$ cat config.mk
export PLATFORM = sky130hd
export DESIGN_NAME = pin_bus_interface
export DESIGN_NICKNAME = d
export VERILOG_FILES = /design/src/rtl/pin_bus_interface.sv
export SDC_FILE = /design/constraint.sdc
export NUM_CORES = 1
export LEC_CHECK = 0
export ABC_AREA = 1
export BUFFER_PORTS_ARGS = -buffer_cell sky130_fd_sc_hd__buf_2
export CORE_UTILIZATION = 49
export CTS_CLUSTER_DIAMETER = 80
export DETAILED_ROUTE_END_ITERATION = 6
export PLACE_DENSITY_LB_ADDON = 0.15
export SYNTH_ARGS = -nofsm -noshare
export SYNTH_HDL_FRONTEND = slang
export SYNTH_SLANG_ARGS = --single-unit
$ cat constraint.sdc
create_clock -name clk -period 2 [get_ports clk]
set_input_delay 0.1 -clock clk [delete_from_list [all_inputs] [get_ports clk]]
set_output_delay 0.1 -clock clk [all_outputs]
set_load 0.005 [all_outputs]
$ cat src/rtl/pin_bus_interface.sv
// Pin-side memory bus port: runs one ALE/DS transfer over the TinyTapeout pins per CPU
// request, with a timeout that substitutes fixed read data when no memory answers.
module pin_bus_interface #(
    parameter int unsigned TIMEOUT_CYCLES = 15,
    parameter logic [7:0]  TIMEOUT_DATA   = 8'hFF
) (
    input  logic       clk,
    input  logic       rst,
    input  logic       req,
    input  logic       rw,
    input  logic [7:0] addr,
    input  logic [7:0] wdata,
    output logic [7:0] rdata,
    output logic       rdy,
    output logic       done,
    output logic       err,
    output logic [7:0] bus_addr,
    output logic       bus_ale,
    output logic       bus_ds,
    output logic       bus_rw,
    output logic [7:0] bus_dout,
    output logic [7:0] bus_oe,
    input  logic [7:0] bus_din,
    input  logic       ext_ack
);

    localparam int CNT_W = $clog2(TIMEOUT_CYCLES + 1);

    typedef enum logic [1:0] {
        S_IDLE = 2'd0,
        S_ADDR = 2'd1,
        S_WAIT = 2'd2,
        S_DONE = 2'd3
    } state_t;

    state_t           r_state;
    state_t           w_state_next;
    logic             r_rw;
    logic [7:0]       r_addr;
    logic [7:0]       r_wdata;
    logic [7:0]       r_rdata;
    logic             r_err;
    logic [CNT_W-1:0] r_cnt;
    logic [CNT_W-1:0] w_cnt_inc;
    logic             w_timeout;

    // The counter only advances inside WAIT and WAIT is left as soon as it
    // reaches TIMEOUT_CYCLES, so it can never wrap.
    assign w_cnt_inc = r_cnt + 1'b1;
    assign w_timeout = (w_cnt_inc == CNT_W'(TIMEOUT_CYCLES));

    // NOTE: every signal assigned in always_comb gets a default first; a missing
    // branch would otherwise infer a latch.
    always_comb begin
        w_state_next = r_state;
        case (r_state)
            S_IDLE: if (req)                   w_state_next = S_ADDR;
            S_ADDR: if (!ext_ack)              w_state_next = S_WAIT;
            S_WAIT: if (ext_ack || w_timeout)  w_state_next = S_DONE;
            S_DONE:                            w_state_next = S_IDLE;
            default:                           w_state_next = S_IDLE;
        endcase
    end

    // NOTE: sequential state uses non-blocking assignments so every register
    // samples pre-edge values regardless of statement order.
    always_ff @(posedge clk) begin
        if (rst) begin
            r_state <= S_IDLE;
        end else begin
            r_state <= w_state_next;
        end
    end

    always_ff @(posedge clk) begin
        if (rst) begin
            r_rw    <= 1'b1;
            r_addr  <= 8'h00;
            r_wdata <= 8'h00;
            r_rdata <= 8'h00;
            r_err   <= 1'b0;
            r_cnt   <= '0;
        end else begin
            r_err <= 1'b0;
            case (r_state)
                S_IDLE: begin
                    if (req) begin
                        r_rw    <= rw;
                        r_addr  <= addr;
                        r_wdata <= wdata;
                        r_cnt   <= '0;
                    end
                end
                S_WAIT: begin
                    r_cnt <= w_cnt_inc;
                    // Ack takes priority over a timeout landing on the same edge.
                    if (ext_ack) begin
                        if (r_rw) r_rdata <= bus_din;
                    end else if (w_timeout) begin
                        if (r_rw) r_rdata <= TIMEOUT_DATA;
                        r_err <= 1'b1;
                    end
                end
                default: ;
            endcase
        end
    end

    // Data pins are driven only in WAIT of a write, leaving ADDR and DONE as
    // turnaround cycles with no contention against the memory.
    assign bus_oe   = (r_state == S_WAIT && !r_rw) ? 8'hFF : 8'h00;
    assign bus_ale  = (r_state == S_ADDR);
    assign bus_ds   = (r_state == S_WAIT);
    assign bus_addr = r_addr;
    assign bus_rw   = r_rw;
    assign bus_dout = r_wdata;
    assign rdy      = (r_state == S_IDLE);
    assign done     = (r_state == S_DONE);
    assign err      = r_err;
    assign rdata    = r_rdata;

endmodule

Yosys cells after proc, flatten, opt, wreduce, memory -nomap -nowiden

Index checks and enable logic that the tools add are counted.

Register bits: 32
Bits in latches: 0
Bits in writable memories: 0
ROM bits: 0
Output and inout bits: 38
Word-level logic and storage cells: 39
Memories: 0

Add/sub/neg operators: 1
Multiply operators: 0
Div/mod/pow operators: 0
$lt $le $gt $ge: 0
Eq/ne operators: 7
Shift operators: 0
Multiplexer cells: 12
Bitwise logic cells: 1
Reductions and logical operators: 11

Operators by type and width:

| operator              | number |
|---|---|
| $mux W8               | 5 |
| $pmux W2 S4           | 1 |
| $pmux W4 S2           | 1 |
| $mux W2               | 3 |
| $reduce_and A3 Y1     | 2 |
| $add A4 B1 Y4 const B | 1 |
| $eq A2 B2 Y1 const B  | 2 |
| $eq A4 B4 Y1 const B  | 1 |
| $mux W4               | 1 |
| $ne A2 B2 Y1 const B  | 2 |
| $reduce_and A2 Y1     | 2 |
| $reduce_bool A2 Y1    | 2 |
| $reduce_or A3 Y1      | 1 |
| $eq A2 B1 Y1 const B  | 1 |
| $logic_not A2 Y1      | 1 |
| $ne A2 B1 Y1 const B  | 1 |
| $logic_and A1 B1 Y1   | 1 |
| $logic_not A1 Y1      | 1 |
| $logic_or A1 B1 Y1    | 1 |
| $mux W1               | 1 |
| $not A1 Y1            | 1 |

Longest topological paths before layout

Depth after elaboration: 5
Depth in mapped cells: 10
Gate-level depth less buffers: 10

Worst setup path after synthesis

No wires, ideal clock.

Path kind: register -> output
Start: register r_state[0]
End: output bus_oe[1]
Arrival: 1212 ps
Required time: 1900 ps
Path slack: 688 ps
Stages on the path, launching flop included: 6
Path through: dfxtp_1 -> inv_1 -> ha_1 -> inv_1 -> nor2_1 -> buf_4

Cells in the longest elaborated chain, start to end: 3

RTL lines:

| what                   | line | text |
|---|---|---|
| from (decl)            | 36   | `state_t r_state;` |
| from (signal assigned) | 71   | `r_state <= w_state_next;` |
| $eq A2 B2 Y1           | --   |  |
| net bus_ds             | 19   | `output logic bus_ds,` |
| $logic_and A1 B1 Y1    | 111  | `assign bus_oe = (r_state == S_WAIT && !r_rw) ? 8'hFF : 8'h00;` |
| $mux W8                | 111  |  |
| to (decl)              | 22   | `output logic [7:0] bus_oe,` |

The timed path passes the listed nets, and every way through them passes these cells.

Worst setup path after layout

Start: register r_state[0]
End: output bus_oe[3]

Cells in the longest elaborated chain, start to end: 3

RTL lines:

| what                | line |
|---|---|
| $eq A2 B2 Y1        | 111 |
| $logic_and A1 B1 Y1 | 111 |
| $mux W8             | 111 |

No other way between the ends.

==> results.md <==
- Final instance area: 1810 um^2
- Critical-path top delay cell: dfxtp_1
- Die H: 56.2 um
- Cell mode on critical path: inv_1
- H-tree level count: 2
- Clock tree sinks: 32
- Critical path endpoint category: output pin
- Worst skew pair latency: approximately 320 ps
- Width of the chip: 56.2 um
- Wire length per cell: 10.3 um
- Worst-path fanout max: 8
- Mapped cell area: between 1000 and 1500 um^2
- Synth Flop Type: dfxtp_1
- Cells after synthesis: slightly below 200
- Period utilization: between 80% and 90%
- Req. time, crit path: ~1900 ps
- Cts bufs inserted: 5
- Syn_area_per_cell: between 7 and 8 um^2
- Largest net degree at the start of global routing: 29
- Drc violations: 0
- Peak supply drop: 762 uV
- Area delta synth->final: 25.5%
- Rows: 19
- RSZ-0062 raised after global routing: no
- IO Count: 67
- Grt total ovfl: 0
- Syn. warnings: 0
- Final Hold Viols: 0
- P_leak: 0.954 nW
- Most frequent cell after synthesis: nor2_1
- Tot GR Track Use: 20.1%
- Final setup viols: 0
- HP Class: input port to flip-flop
- Root Driver: clkbuf_4
- Final Slew Violations: 0
- Remaining antenna violation count: 0
- Beginning of the critical path: r_state[0]$_SDFFE_PP0P_
- Post-synth EDFFs: 0
- CP Cell Sequence: inv_1 > ha_1 > inv_1 > nor2_1 > buf_2
- Yosys cell types: 19
- Outcome: finished clean
- IO Port Bufs: 66
- Via Count: 1,405
- Min-delay src: addr[7]
- Routability Congestion: 0.815
- Commonest cells post-synth: 38 x nor2_1, 32 x dfxtp_1, 28 x inv_1
- Post-DP HPWL: 2.14 mm
- CP max stage delay: 330 ps
- Critical path arrival: 1670 ps
- Routed wire length: 2.99 mm
- First-pass GRT wire length: between 4 and 5 mm
- Final-stage net count: slightly below 300
- Slew @ Worst Pin: ~470 ps
- Synth area leader: dfxtp_1
- Sequential area share after synthesis: 44.5%
- Crit Path Class: flip-flop to output pin
- Yosys top cell area share: between 40 and 50%
- Fmax achieved: 0.564 GHz
- Initial drt markers: 40
- Initial antenna violation count: 0
- Drt via density: 4.83
- Slew margin rel.: 68.3%
- Final Power: 1.94 mW
- Pre-Repair DR Iteration Count: 4
- CTS tree: yes
- Vias in the first global route: 1,178
- Startpoint types: flip-flop
- Worst Skew: 8.40 ps
- Main area contributors after synthesis: dfxtp_1 44%, nor2_1 9.9%, inv_1 7.3%
- Ratio of cells with drive above 1 in the final layout: a little under a third
- Clock Path Buffers: 2
- Clk slew on worst S/H paths: ~90 ps
- Number of register bits inferred by synthesis: 32
- Max Cap Viol: 0
- Sum of negative setup slack: 0 ps
- Die ar.: 3160 um^2
- Syn Nets: 232
- Fin crit period: 1770 ps
- Pwr per Cell Area: 1070 nW/um^2
- Reg-to-reg startpoint: r_state[1]$_SDFFE_PP0P_
- Placed cell area: 1740 um^2
- Post-synth ARST share: 0%
- Core footprint: 2780 um^2
- Starting Density: 51.8%
- Antenna diodes: 0
[stage by stage]
stage	setup slack (ps)	hold slack (ps)	util [%]	instances
after global placement	626	299	62.6	282
final	228	18.7	65.0	291
after CTS	211	5.89	65.0	291
after detailed placement	582	303	62.6	282
after global routing	32.4	13.5	65.0	291
after floorplan	688	169	-	197
[cells by family after synthesis]
| kind of cell | share of synthesized area, % |
|---|---|
| buf+inv | 13.6 |
| simple gates | 25.4 |
| compound gates | 11.4 |
| flops | 44.5 |
| fa+ha+maj | 5.21 |
[metal layers]
metal	wire (um)	vias up	global-route usage [%]	part of all wire [%]
li1	-	736	-	-
met3	174	4	7.44	5.8
met5	0	-	0	0
met4	25	0	8.01	0.84
met1	1330	618	22.0	45
met2	1460	47	35.0	49
[path summary, 6_finish.rpt]
check / depth (start not counted) / end / slack (ps)
max reg2reg: 7 / r_cnt[2]$_SDFFE_PP0P_ / 580
min reg2reg: 2 / rdata[0]$_SDFFE_PP0P_ / 450
max: 5 / bus_oe[3] / 230
min: 3 / bus_addr[7]$_SDFFE_PP0P_ / 20
[timing repair]
| item | 4_1_cts | 5_1_grt |
|---|---|---|
| hold buffers | 2 | 0 |
| endpoints found under the hold margin | 4 | 0 |
| buffers inserted | 0 | 0 |
| resized for setup | 0 | 0 |
[flip-flops by register name (all words and copies together) (netlist names)]
register and count:
bus_addr 8, bus_dout 8, bus_rw 1, err 1, r_cnt 4, r_state 2
rdata 8
[critical path, delay by kind of cell, from the launching register on]
family	cells	cell delay [ps]
adder cells (fa/ha/maj)	1	310
buffers and inverters	3	410
flip-flops	1	330
AND/OR/NAND/NOR	1	300
[cell type report]
class / instances / area [um^2]
Inverter: 30 / 113
Multi-Input combinational cell: 121 / 604
Tap cell: 31 / 38.8
Timing Repair Buffer: 70 / 365
Clock buffer: 6 / 41.3
Fill cell: 269 / 973
Clock inverter: 1 / 5.00
Sequential cell: 32 / 641
[power breakdown]
| part | switching (mW) | internal, mW |
|---|---|---|
| sequential | 0.104 | 0.797 |
| combinational | 0.400 | 0.310 |
| clock | 0.198 | 0.129 |
[cells in the final DEF (no fill, tap or decap), drive strengths merged]
cell / Yosys / final
o21ai: 17 / 17
nand3: 7 / 7
a21oi: 15 / 15
nor4: 1 / 1
dlygate4sd3: 0 / 2
clkbuf: 3 / 6
ha: 6 / 6
buf: 11 / 68
clkinv: 0 / 1
nand2: 27 / 27
nor2: 39 / 39
dfxtp: 32 / 32
inv: 30 / 30
nand4: 9 / 9
Power figures use the tool's default switching activity.
